--- src/rtl/gate_net_input_packer.sv ---
// ---------------------------------------------------------------------------
// gate_net_input_packer
//
// Front end for the 49-input binary gate-network classifiers. Grayscale
// pixels arrive one per handshake. Each pixel is binarized against a
// programmable threshold and written into an assembly vector. A complete
// frame is then presented on in_bits behind a registered valid/ready
// handshake. The assembly vector and the output register form a double
// buffer, so the next frame can assemble while the consumer is stalled.
//
// Ports
//   clk, rst_n            clock, asynchronous active-low reset
//   pix_valid/pix_ready   pixel stream handshake
//   pix_data              unsigned pixel intensity (PIX_W bits)
//   pix_last              marks the final pixel of a frame
//   cfg_thresh_we         threshold write strobe
//   cfg_thresh            new threshold value
//   bits_valid/bits_ready frame output handshake
//   in_bits               packed frame; pixel k is bit k
//   frame_err             one-cycle pulse on a short or long frame
//   frame_count           frames delivered, wraps at 2^CNT_W
// ---------------------------------------------------------------------------
module gate_net_input_packer #(
    parameter int PIX_W      = 8,
    parameter int N_PIX      = 49,
    parameter int THRESH_RST = 128,
    parameter int CNT_W      = 16
) (
    input  logic             clk,
    input  logic             rst_n,
    input  logic             pix_valid,
    output logic             pix_ready,
    input  logic [PIX_W-1:0] pix_data,
    input  logic             pix_last,
    input  logic             cfg_thresh_we,
    input  logic [PIX_W-1:0] cfg_thresh,
    output logic             bits_valid,
    input  logic             bits_ready,
    output logic [N_PIX-1:0] in_bits,
    output logic             frame_err,
    output logic [CNT_W-1:0] frame_count
);

    localparam int IDX_W = $clog2(N_PIX);
    localparam logic [IDX_W-1:0] IDX_LAST = IDX_W'(N_PIX - 1);

    // FILL: assembling a frame. HOLD: complete frame waiting for the output
    // slot. DROP: discarding the tail of an over-long frame.
    typedef enum logic [1:0] {
        S_FILL = 2'd0,
        S_HOLD = 2'd1,
        S_DROP = 2'd2
    } state_t;

    state_t             state_q,       state_d;
    logic [IDX_W-1:0]   idx_q,         idx_d;
    logic [N_PIX-1:0]   asm_q,         asm_d;
    logic [PIX_W-1:0]   thresh_q,      thresh_d;
    logic               drop_pend_q,   drop_pend_d;
    logic               bits_valid_q,  bits_valid_d;
    logic [N_PIX-1:0]   in_bits_q,     in_bits_d;
    logic               frame_err_q,   frame_err_d;
    logic [CNT_W-1:0]   frame_count_q, frame_count_d;

    logic               pix_bit;
    logic               accept;
    logic               xfer;
    logic               slot_free;
    logic               load;
    logic [N_PIX-1:0]   load_val;
    logic [N_PIX-1:0]   full_frame;

    assign pix_ready   = (state_q != S_HOLD);
    assign bits_valid  = bits_valid_q;
    assign in_bits     = in_bits_q;
    assign frame_err   = frame_err_q;
    assign frame_count = frame_count_q;

    always_comb begin
        state_d       = state_q;
        idx_d         = idx_q;
        asm_d         = asm_q;
        thresh_d      = thresh_q;
        drop_pend_d   = drop_pend_q;
        bits_valid_d  = bits_valid_q;
        in_bits_d     = in_bits_q;
        frame_err_d   = 1'b0;
        frame_count_d = frame_count_q;
        load          = 1'b0;
        load_val      = '0;

        // Compare uses the threshold in effect before any write this cycle.
        pix_bit   = (pix_data >= thresh_q);
        accept    = pix_valid && pix_ready;
        xfer      = bits_valid_q && bits_ready;
        // The output register can take a new frame if it is empty or is
        // being emptied on this very edge.
        slot_free = !bits_valid_q || bits_ready;

        full_frame            = asm_q;
        full_frame[N_PIX-1]   = pix_bit;

        if (cfg_thresh_we) begin
            thresh_d = cfg_thresh;
        end

        if (xfer) begin
            frame_count_d = frame_count_q + CNT_W'(1);
        end

        case (state_q)
            S_FILL: begin
                if (accept) begin
                    if (idx_q == IDX_LAST) begin
                        idx_d       = '0;
                        // Missing pix_last on the final pixel: long frame.
                        frame_err_d = !pix_last;
                        if (slot_free) begin
                            load     = 1'b1;
                            load_val = full_frame;
                            asm_d    = '0;
                            state_d  = pix_last ? S_FILL : S_DROP;
                        end else begin
                            asm_d       = full_frame;
                            drop_pend_d = !pix_last;
                            state_d     = S_HOLD;
                        end
                    end else if (pix_last) begin
                        // Short frame: throw away what was assembled.
                        idx_d       = '0;
                        asm_d       = '0;
                        frame_err_d = 1'b1;
                    end else begin
                        asm_d[idx_q] = pix_bit;
                        idx_d        = idx_q + 1'b1;
                    end
                end
            end

            S_HOLD: begin
                if (slot_free) begin
                    load        = 1'b1;
                    load_val    = asm_q;
                    asm_d       = '0;
                    drop_pend_d = 1'b0;
                    state_d     = drop_pend_q ? S_DROP : S_FILL;
                end
            end

            S_DROP: begin
                if (accept && pix_last) begin
                    idx_d   = '0;
                    state_d = S_FILL;
                end
            end

            default: begin
                state_d = S_FILL;
                idx_d   = '0;
            end
        endcase

        // A frame loaded on the same edge as a transfer keeps bits_valid
        // high, giving back-to-back delivery without a bubble.
        if (load) begin
            bits_valid_d = 1'b1;
            in_bits_d    = load_val;
        end else if (xfer) begin
            bits_valid_d = 1'b0;
        end
    end

    always_ff @(posedge clk or negedge rst_n) begin
        if (!rst_n) begin
            state_q       <= S_FILL;
            idx_q         <= '0;
            asm_q         <= '0;
            thresh_q      <= PIX_W'(THRESH_RST);
            drop_pend_q   <= 1'b0;
            bits_valid_q  <= 1'b0;
            in_bits_q     <= '0;
            frame_err_q   <= 1'b0;
            frame_count_q <= '0;
        end else begin
            state_q       <= state_d;
            idx_q         <= idx_d;
            asm_q         <= asm_d;
            thresh_q      <= thresh_d;
            drop_pend_q   <= drop_pend_d;
            bits_valid_q  <= bits_valid_d;
            in_bits_q     <= in_bits_d;
            frame_err_q   <= frame_err_d;
            frame_count_q <= frame_count_d;
        end
    end

endmodule

--- config.mk ---
export PLATFORM = sky130hd
export DESIGN_NAME = gate_net_input_packer
export DESIGN_NICKNAME = d
export VERILOG_FILES = /design/src/rtl/gate_net_input_packer.sv
export SDC_FILE = /design/constraint.sdc
export NUM_CORES = 1
export LEC_CHECK = 0
export ABC_AREA = 1
export CORE_UTILIZATION = 35
export CTS_BUF_LIST = sky130_fd_sc_hd__clkbuf_8
export DETAILED_ROUTE_END_ITERATION = 8
export SYNTH_ARGS = -nofsm -noshare
export SYNTH_HDL_FRONTEND = slang
export SYNTH_SLANG_ARGS = --single-unit
--- constraint.sdc ---
create_clock -name clk -period 2.5 [get_ports clk]
set_clock_uncertainty 0.2 [all_clocks]
set_input_delay 0.25 -clock clk [delete_from_list [all_inputs] [get_ports clk]]
set_output_delay 0.25 -clock clk [all_outputs]
set_load 0.01 [all_outputs]
# Yosys cells after proc, flatten, opt, wreduce, memory -nomap -nowiden
# Cells that the tools add are included.
dict set report op_classes {
  addsub 2
  order_cmp 3
  eq_ne 10
  muxes 42
  bitwise_logic 1
  reduce_logical 15
}
# cell n
set ops {}
lappend ops {{49-bit 2-to-1 mux} 9}
lappend ops {{49-bit one-hot mux with 2 select lines} 2}
lappend ops {{49-bit bitwise mux} 1}
lappend ops {{6-bit 2-to-1 mux} 4}
lappend ops {{6-bit one-hot mux with 3 select lines} 1}
lappend ops {{16-bit by 1-bit adder with 16-bit output (second input constant)} 1}
lappend ops {{1-bit 2-to-1 mux} 14}
lappend ops {{2-bit 2-to-1 mux} 7}
lappend ops {{2-bit != test (second input constant)} 5}
lappend ops {{8-bit >= comparator} 1}
lappend ops {{4-bit AND reduction} 2}
lappend ops {{6-bit by 7-bit less-than comparator with 1-bit output (second input constant)} 1}
lappend ops {{6-bit by 1-bit adder with 6-bit output (second input constant)} 1}
lappend ops {{1-bit demux with 6-bit select} 1}
lappend ops {{6-bit == test (second input constant)} 1}
lappend ops {{6-bit by 1-bit >= comparator with 1-bit output (second input constant)} 1}
lappend ops {{2-bit one-hot mux with 3 select lines} 1}
lappend ops {{3-bit AND reduction} 2}
lappend ops {{5-bit AND reduction} 1}
lappend ops {{1-bit logical AND} 4}
lappend ops {{1-bit one-hot mux with 2 select lines} 2}
lappend ops {{2-bit nonzero test} 2}
lappend ops {{3-bit != test (second input constant)} 1}
lappend ops {{2-bit by 1-bit == test with 1-bit output (second input constant)} 1}
lappend ops {{6 further kinds} 7}
dict set report totals {
  register_bits 133
  output_inout_bits 68
  word_cells 83
}

# Longest topological paths before layout
# Gate-level depths: netlist (run 1).
dict set report logic_depth {
  ltp_word 9
  mapped_depth 13
  ltp_nobuf 11
}

# Worst setup path after synthesis (run 1)
# OpenSTA, ideal clock, no wires.
dict set report synth_path {
  path_type {register to register}
  startpoint {register idx_q[0]}
  endpoint {register asm_q[15]}
  setup_ns 0.126
  t_arrival_ns 1.606
  t_required_ns 2.174
  setup_slack_ns 0.568
  path_stages_with_launch 12
  path_buffers 2
  synth_period_minus_slack_ns 1.932
  cell_sequence {dfrtp_1 -> inv_1 -> ha_1 -> inv_1 -> nor2_2 -> nand2_4 -> o21ai_4 -> nor2_4 -> nand2_2 -> buf_6 -> buf_6 -> o21ai_2}
}
dict set report synth_between {
  elab_chain_cells 9
  elab_cells_between_ends 13
  cone_classes {2 x order compare; 2 x eq/ne; 7 x mux; 2 x reduce/logical}
}
# item line
set synth_lines {}
lappend synth_lines {{start: declaration} 56} ;# logic [IDX_W-1:0] idx_q, idx_d;
lappend synth_lines {{start signal: assignment} 186} ;# idx_q <= idx_d;
lappend synth_lines {{6-bit by 7-bit less-than comparator with 1-bit output (implied by the code) or 6-bit by 1-bit >= comparator with 1-bit output (tied branches)} 134} ;# asm_d[idx_q] = pix_bit;
lappend synth_lines {{1-bit logical AND (implied by the code)} 134}
lappend synth_lines {{1-bit 2-to-1 mux (implied by the code)} 134}
lappend synth_lines {{1-bit demux with 6-bit select} 134}
lappend synth_lines {{49-bit bitwise mux} 134}
lappend synth_lines {{49-bit 2-to-1 mux} 128} ;# end else if (pix_last) begin
lappend synth_lines {{49-bit 2-to-1 mux} 114} ;# if (idx_q == IDX_LAST) begin
lappend synth_lines {{49-bit 2-to-1 mux} 113} ;# if (accept) begin
lappend synth_lines {{49-bit one-hot mux with 2 select lines} 111} ;# case (state_q)
lappend synth_lines {{end signal: assignment} 187} ;# asm_q <= asm_d;
lappend synth_lines {{end: declaration} 57} ;# logic [N_PIX-1:0] asm_q, asm_d;
# Several ways; a longest one is shown, not always the timed one. The select of a mux whose other input is x is not followed.
# A chain may end at the register's enable or synchronous reset.

# Worst setup path in the final report (run 1)
dict set report layout_path {
  startpoint {register idx_q[0]}
  endpoint {register in_bits_q[24] (netlist: in_bits[24])}
}
dict set report layout_between {
  elab_chain_cells 4
  elab_cells_between_ends 7
  cone_classes {1 x eq/ne; 6 x mux}
}
# item line
set layout_lines {}
lappend layout_lines {{6-bit == test (*)} 114}
lappend layout_lines {{49-bit 2-to-1 mux or 1-bit 2-to-1 mux (tied branches)} 114}
lappend layout_lines {{49-bit 2-to-1 mux or 1-bit 2-to-1 mux (tied branches)} 113}
lappend layout_lines {{49-bit one-hot mux with 2 select lines or 1-bit one-hot mux with 2 select lines (tied branches)} 111}
lappend layout_lines {{end signal: assignment} 191} ;# in_bits_q <= in_bits_d;
lappend layout_lines {{end: declaration} 61} ;# logic [N_PIX-1:0] in_bits_q, in_bits_d;
# Mark *: on every way between the ends. The rest lies on a longest branch, timed or not.

==> results of run 1 <==
==> placed cells by master, fill, tap and decap left out, drive strengths merged <==
cell / netlist / routed
a21boi: 1 / 1
buf: 32 / 26
nor2: 31 / 31
clkinvlp: 0 / 3
nand3: 16 / 16
o21a: 1 / 1
nor3: 16 / 16
nand2: 267 / 267
o21ai: 114 / 114
bufinv: 0 / 2
clkbuf: 11 / 18
dfrtp: 132 / 132
nand4: 2 / 2
dfstp: 1 / 1
xnor2: 2 / 2
a21oi: 58 / 58
xor2: 11 / 11
a31oi: 1 / 1
dlygate4sd3: 0 / 1
clkdlybuf4s50: 0 / 88
mux2: 1 / 1
nand3b: 1 / 1
ha: 11 / 11
clkinv: 0 / 5
inv: 43 / 47
==> per-stage QoR <==
stage,hold slack [ps],worst slack [ps]
after floorplan,-246,568
after global placement,86.5,290
after detailed placement,90.1,262
after CTS,122,301
after global routing,136,83.9
final,135,300
==> path summary, 6_finish.rpt <==
path	startpoint	to	slack, ps
min	rst_n	thresh_q[0]	130
max	idx_q[0]	in_bits[24]	300
max reg2reg	idx_q[0]	in_bits[24]	300
max in group asynchronous	rst_n	asm_q[22]	1280
min reg2reg	asm_q[10]	in_bits[10]	270
min in group clk	cfg_thresh[4]	thresh_q[4]	150
==> layer usage <==
layer	vias up	wire, um
met5	-	0
met4	0	233
met3	16	539
met2	107	6670
met1	2429	7210
li1	2621	-
==> state kept, by name, indices dropped and copies added, names as in the netlist <==
signal and count:
asm_q 49, in_bits 49, frame_count 16, thresh_q 8
idx_q 6, state_q 2, bits_valid 1, drop_pend_q 1
frame_err 1
==> final cells by class <==
| class | instances | area, um2 | share of cell area (%) |
|---|---|---|---|
| clock inverters | 14 | 153 | 1.93 |
| clock buffers | 18 | 248 | 3.14 |
| inverters | 43 | 161 | 2.04 |
| repair buffers | 115 | 1150 | 14.6 |
| multi-input cells | 533 | 2580 | 32.6 |
| flip-flops and latches | 133 | 3330 | 42.1 |
| well taps | 225 | 282 | 3.56 |
==> kinds of logic (layout without fill, tap and decap cells) <==
family | count (synthesis) | in the layout | share of synthesized area, %
AOI/OAI and AO/OA | 175 | 175 | 14.8
xor gates and xnor gates | 13 | 13 | 1.80
adders and majority gates | 11 | 11 | 2.18
buffers and inverters | 86 | 190 | 6.69
DFF | 133 | 133 | 52.7
muxes | 1 | 1 | 0.178
and+or+nand+nor | 333 | 333 | 21.7
==> power breakdown <==
| group | total [W] | internal [W] | switching [W] | leakage (nW) |
|---|---|---|---|---|
| Combinational | 0.000873 | 0.000287 | 0.000586 | 1.73 |
| Sequential | 0.00231 | 0.00223 | 0.0000814 | 1.82 |
| Clock | 0.00183 | 0.000920 | 0.000912 | 0.197 |
==> impl_metrics.yaml, run 1 <==
cells_and_area:
  final_area_mm2: 0.00790
  final_cells: 1081
  utilization_pct: 45.2
  drive_gt1_share_pct: 10.7
  diodes: 0
  fillers: 1722
  fin_nets: 876
  area_delta_synth_final_pct: 25.0
worst_setup_path:
  critical_path_class: "register to register"
  cp_data_arrival_time_ps: 2340
  cp.depth: 10
  cp_cell_sequence: "inv_1 -> ha_1 -> inv_1 -> nor2_2 -> nand2_4 -> nor3_2 -> nor2_4 -> buf_4 -> nand2_1 -> nand2_1"
  critPathMaxFanout: 50
  cp.required_ps: 2640
  critPathLaunchType: "register"
  rr_worst_depth: 10
  cp_num_buf_inv: 3
  crit_family: "simple AND/OR/NAND/NOR gates"
  cpMaxStageDelayCell: "dfrtp_1"
  crit_path_end_kind: "register"
  cpPeakStageDelay_ps: 460
placement:
  place_area_mm2: 0.00749
  routabilityCongestion: 0.810
  post-place-cells: 1048
  hpwlAfterDp_mm: 9.56
  port_buffers: 89
yosys:
  yosys-top-cells-area: "dfrtp_1 (52%), nand2_1 (16%), o21ai_0 (6.6%)"
  yosysMostFrequentCell: "nand2_1"
  synth_async_sr_flop_share_pct: 100
  synth_top_area_cell: "dfrtp_1"
  synth_warnings: 0
  synth_top_flop_cell: "dfrtp_1"
  synth_edf_count: 0
  ys_seq_area_share_pct: 52.7
  ys_ff_latch: 133
  synthCells: 752
  syn-num-nets: 785
  ys_top_cells_by_count: "nand2_1 (262), dfrtp_1 (132), o21ai_0 (83), a21oi_1 (58), inv_1 (38)"
  synth_area_per_cell_um2: 8.41
  yosysTopAreaCellShare_pct: 52.2
  ys_types: 32
  syn-cell-area_mm2: 0.00632
clock_tree:
  clock_path_buffers: 2
  postCtsSetupBuffers: 0
  clk_pin_slew_worst_paths_ps: 80
  cts_buffers: 17
  post_cts_resized: 0
  cts_tree: "built"
  hold_buffers: 1
  cts_htree_levels: 4
  clock-sinks: 133
  cts-root-buf: "clkbuf_8"
  clk_latency_ps: 450
detailed_routing:
  wire_per_inst_um: 13.6
  final_antenna_net_count: 0
  drcViolationCount: 0
  drtPass1Iterations: 4
  avgViaCountPerCell: 4.79
  drt_wl_total_mm: 14.7
  detail_route.iter0.violations: 405
  num_vias: 5173
die:
  die_h_um: 136
  die_area_mm2: 0.0186
  die_x_um: 136
  rows: 48
  ioPinCount: 90
  coreArea_mm2: 0.0175
  start_util_pct: 36.2
global_routing:
  grt_use_met2_pct: 25.4
  gr-total-overflow: 0
  grt_pass1_vias: 4860
  grtUsageTotal_pct: 17.3
  met1_usage_pct: 24.6
  grt_max_degree: 63
  antenna_found_initial: 0
  grt-busiest-layer: "met2"
  grt_pass1_wl_mm: 25.0
  use_met3_pct: 4.44
timing:
  min_period_over_period_pct: 88.0
  tns_ps: 0
  slew_headroom_pct: 58.0
  rsz0062_at_grt: "false"
  final_hold_viol_count: 0
  slew_viol_final: 0
  fmax_ghz: 0.454
  final-setup-viol-count: 0
  fin_crit_ps: 2200
  worst_pin_slew_ps: 630
power:
  irDropWorstVdd_mv: 0.334
  leakagePower_nw: 3.76
  power_w: 0.00502
  p_per_area_mw_per_mm2: 635
worst_hold_path:
  hold_path_class: "primary input to asynchronous set/reset pin"
outcome:
  status: "completed"
flow_run:
  max_cap_viol_count: 0
Note: power is estimated with default switching activity, not from simulation.
==> run 2: changes to the inputs <==
- CTS_BUF_LIST: sky130_fd_sc_hd__clkbuf_8 -> sky130_fd_sc_hd__clkbuf_4 sky130_fd_sc_hd__clkbuf_8
==> run 2 against run 1 <==
  * Clock power barely moved
  * Critical path depth unchanged
  * Worst hold slack lost 0.99 ps
  * Cell count unchanged
  * Via count about the same
  * Core utilization about the same
  * Maximum frequency is essentially flat
==> impl_metrics.yaml, run 2 (same netlist as run 1, synthesis figures left out) <==
clock_tree:
  hold_buffers: 1
  cts-root-buf: "clkbuf_8"
  clk_latency_ps: 460
  clock_path_buffers: 2
  clock-sinks: 133
  cts_htree_levels: 4
  postCtsSetupBuffers: 0
  post_cts_resized: 0
  cts_buffers: 17
  cts_tree: "built"
  clk_pin_slew_worst_paths_ps: 80
placement:
  port_buffers: 89
  place_area_mm2: 0.00749
  hpwlAfterDp_mm: 9.56
  routabilityCongestion: 0.810
timing:
  slew_headroom_pct: 58.0
  tns_ps: 0
  fmax_ghz: 0.454
  slew_viol_final: 0
  final_hold_viol_count: 0
  worst_pin_slew_ps: 630
  final-setup-viol-count: 0
  fin_crit_ps: 2200
  holdWs_ps: 134
  rsz0062_at_grt: "false"
  min_period_over_period_pct: 88.1
power:
  irDropWorstVdd_mv: 0.335
  p_per_area_mw_per_mm2: 637
  leakagePower_nw: 3.75
  power_w: 0.00504
worst_setup_path:
  crit_start: "idx_q[0]"
  reg2reg_from: "idx_q[0]"
  cp.required_ps: 2640
  critPathMaxFanout: 50
  cp_data_arrival_time_ps: 2350
  cp_cell_sequence: "inv_1 -> ha_1 -> inv_1 -> nor2_2 -> nand2_4 -> nor3_2 -> nor2_4 -> buf_4 -> nand2_1 -> nand2_1"
  cpMaxStageDelayCell: "dfrtp_1"
  critical_path_class: "register to register"
  cpPeakStageDelay_ps: 460
  critPathLaunchType: "register"
  crit_path_end_kind: "register"
global_routing:
  grtUsageTotal_pct: 17.3
  grt_max_degree: 63
  grt_pass1_vias: 4860
  antenna_found_initial: 0
  gr-total-overflow: 0
  grt_pass1_wl_mm: 25.0
cells_and_area:
  layout_commonest_cell: "nand2_1"
  fillers: 1721
  utilization_pct: 45.2
  diodes: 0
  drive_gt1_share_pct: 10.9
  seq_area_mm2: 0.00333
  area_delta_synth_final_pct: 25.0
  final_area_mm2: 0.00791
  fin_nets: 876
  multi_input_area_mm2: 0.00258
  final_cell_mix: "nand2_1 (262), dfrtp_1 (132), clkdlybuf4s50_1 (88)"
detailed_routing:
  detail_route.iter0.violations: 409
  wire_per_inst_um: 13.5
  drtPass1Iterations: 5
  avgViaCountPerCell: 4.79
  drcViolationCount: 0
  drt_wl_total_mm: 14.6
  final_antenna_net_count: 0
  num_vias: 5175
die:
  rows: 48
  die_x_um: 136
  start_util_pct: 36.2
  die_area_mm2: 0.0186
  ioPinCount: 90
  coreArea_mm2: 0.0175
  die_h_um: 136
worst_hold_path:
  hold_path_class: "primary input to asynchronous set/reset pin"
flow_run:
  max_cap_viol_count: 0
outcome:
  status: "completed"
==> run 2: cell count changes in the layout (fill, tap and decap cells not counted) <==
cell	change
clkbuf_4	+1
inv_1	-1
==> run 2: path summary, 6_finish.rpt <==
path	endpoint	slack, ps	cells past startpoint
min reg2reg	in_bits[10]	270	2
min	thresh_q[0]	130	2
max reg2reg	in_bits[24]	300	10
min in group clk	thresh_q[4]	150	3
max in group asynchronous	asm_q[22]	1280	3
max	in_bits[24]	300	10
==> run 2: power breakdown <==
group	internal, W	switching, W	total, W	leakage (nW)
combinational	0.000287	0.000587	0.000875	1.73
sequential	0.00223	0.0000814	0.00231	1.82
clock	0.000935	0.000914	0.00185	0.197
total	0.00345	0.00158	0.00504	3.75
==> run 2: cell type report <==
| class | instances | share of cell area [%] |
|---|---|---|
| Inverter | 43 | 2.04 |
| Clock inverter | 13 | 1.88 |
| Timing Repair Buffer | 115 | 14.6 |
| Multi-Input combinational cell | 533 | 32.6 |
| Clock buffer | 19 | 3.23 |
| Tap cell | 225 | 3.56 |
| Sequential cell | 133 | 42.1 |
==> run 2: critical path, delay by kind of cell, from the launching register on <==
family / cells / cell delay, ps
DFF: 1 / 460
adders and majority gates: 1 / 160
and+or+nand+nor: 6 / 730
buffers and inverters: 3 / 510
==> run 2: metrics by stage <==
stage / setup slack, ps / instances
after floorplan: 568 / 752
after global placement: 290 / 1048
after detailed placement: 262 / 1048
after CTS: 302 / 1081
after global routing: 83.9 / 1081
final: 298 / 1081
==> run 2: routing by layer <==
layer | vias to the layer above | global-route usage (%) | routed length (um)
met5 | - | 0 | 0
met4 | 0 | 5.74 | 233
met3 | 16 | 4.44 | 596
met2 | 105 | 25.4 | 6640
met1 | 2433 | 24.6 | 7170
li1 | 2621 | - | -
==> run 3: changes to the inputs <==
- CTS_BUF_LIST: sky130_fd_sc_hd__clkbuf_4 sky130_fd_sc_hd__clkbuf_8 -> sky130_fd_sc_hd__clkbuf_4
- SLEW_MARGIN: default -> 20
==> run 3 against run 2 <==
  * Die area stayed put
  * Non-clock buffer count stayed put
  * Core utilization is 0.65 points lower
  * Wire length down 0.45%
  * Worst hold slack worse by 120 ps
  * Sequential cell count did not move
  * Cell count hardly changed
  * Via count shrank 0.58%
  * Clock power is 21% lower
  * Combinational power about the same
==> impl_metrics.yaml, run 3 (same netlist as run 1, synthesis figures left out) <==
global_routing:
  grt_pass1_vias: 4876
  grtUsageTotal_pct: 17.2
  grt_pass1_wl_mm: 24.9
  gr-total-overflow: 0
  antenna_found_initial: 1
  grt_max_degree: 63
timing:
  tns_ps: 0
  fin_ws_ps: 279
  fmax_ghz: 0.450
  final-setup-viol-count: 0
  slew_viol_final: 0
  final_hold_viol_count: 0
  slew_headroom_pct: 57.4
  worst_pin_slew_ps: 639
  fin_crit_ps: 2220
  min_period_over_period_pct: 88.8
  rsz0062_at_grt: "false"
cells_and_area:
  layout_commonest_cell: "nand2_1"
  fin_nets: 876
  final_cell_mix: "nand2_1 (262), dfrtp_1 (132), clkdlybuf4s50_1 (88)"
  drive_gt1_share_pct: 10.7
  utilization_pct: 44.6
  final_area_mm2: 0.00779
  area_delta_synth_final_pct: 23.2
detailed_routing:
  drcViolationCount: 0
  num_vias: 5145
  drt_wl_total_mm: 14.6
  wire_per_inst_um: 13.5
  drtPass1Iterations: 5
  avgViaCountPerCell: 4.76
  detail_route.iter0.violations: 423
  final_antenna_net_count: 0
die:
  start_util_pct: 36.2
  die_area_mm2: 0.0186
  coreArea_mm2: 0.0175
  die_h_um: 136
  die_x_um: 136
  ioPinCount: 90
  rows: 48
worst_setup_path:
  reg2reg_from: "idx_q[0]"
  critical_path_class: "register to register"
  rr_worst_depth: 10
  critPathLaunchType: "register"
  worst-r2r-setup-slack_ps: 280
  cp.required_ps: 2750
  crit_start: "idx_q[0]"
  regToRegEndpoint: "in_bits[24]"
  crit_path_end_kind: "register"
  cp_data_arrival_time_ps: 2470
  critPathMaxFanout: 50
  endpoint: "in_bits[24]"
power:
  p_per_area_mw_per_mm2: 597
  switching_share_pct: 32.7
  leakagePower_nw: 3.71
  p_int_w: 0.00313
  combPwrFrac_pct: 18.8
  irDropWorstVdd_mv: 0.282
  power.switching_w: 0.00152
  power_w: 0.00465
  clkPwrFrac_pct: 31.5
  seqPwrFrac_pct: 49.7
outcome:
  status: "completed"
clock_tree:
  clk_pin_slew_worst_paths_ps: 120
  postCtsSetupBuffers: 0
  cts_tree: "built"
  clock_path_buffers: 2
  clk_latency_ps: 570
  cts_htree_levels: 4
  cts-root-buf: "clkbuf_4"
  cts_buffers: 17
  clock-sinks: 133
placement:
  place_ws_ps: 262
  place_area_mm2: 0.00749
  port_buffers: 89
  hpwlAfterDp_mm: 9.56
  routabilityCongestion: 0.810
worst_hold_path:
  hold_path_class: "primary input to asynchronous set/reset pin"
flow_run:
  max_cap_viol_count: 0
==> run 3: cell types whose count changed in the layout (fill, tap and decap cells not counted) <==
cell      before  now
clkbuf_8      18    0
clkbuf_4       1   18
clkinv_1       0    1
diode_2        0    1
==> run 3: final cells by class <==
cell class	count	area (um2)
fill	1734	9690
sequential	133	3330
multi-input combinational	533	2580
timing repair buffer	115	1150
tap	225	282
inverter	43	161
clock inverter	14	153
clock buffer	18	135
antenna	1	2.50
==> run 3: routing by layer <==
layer	global-route usage, %	vias to the layer above	share of wire [%]
met5	0	-	0
met3	4.47	17	4.2
met1	24.5	2382	49
met4	5.62	0	1.4
met2	25.3	114	45
li1	-	2632	-
==> run 3: how the worst min path moves through the flow <==
stage / startpoint / end / slack [ps] / cells past startpoint
2_1_floorplan: rst_n / asm_q[0] / -250 / 0
3_3_place_gp: rst_n / thresh_q[0] / 90 / 1
3_5_place_dp: rst_n / thresh_q[0] / 90 / 1
4_1_cts: cfg_thresh[7] / thresh_q[7] / 5 / 3
5_1_grt: cfg_thresh[7] / thresh_q[7] / 0.4 / 3
6_report: rst_n / thresh_q[0] / 10 / 2
==> run 3: what timing repair did <==
| item | 4_1_cts | 5_1_grt |
|---|---|---|
| gates resized for setup | 0 | 0 |
| hold buffers | 1 | 0 |
| hold endpoints to repair | 133 | 0 |
==> run 3: worst max-delay path, stage by stage, from the launching register on <==
cell and delay (ps):
dfrtp_1 480, inv_1 180, ha_1 160, inv_1 40, nor2_2 150, nand2_4 120, nor3_2 230, nor2_4 50
buf_4 290, nand2_1 130, nand2_1 60
==> run 3: power groups by stage <==
stage,registers (W),logic (W),clock network (W)
floorplan,0.00233,0.000551,0
global placement,0.00235,0.000864,0
global route,0.00233,0.000990,0.00163
CTS,0.00231,0.000883,0.00151
detailed placement,0.00235,0.000879,0
finish,0.00231,0.000877,0.00147
==> run 3: through the flow <==
| step | std cells | hold WS (ps) |
|---|---|---|
| 4_1_cts | 1081 | 4.79 |
| 3_5_place_dp | 1048 | 90.1 |
| 2_1_floorplan | 752 | -246 |
| 5_1_grt | 1082 | 0.449 |
| 3_3_place_gp | 1048 | 86.5 |
| 6_report | 1082 | 13.0 |
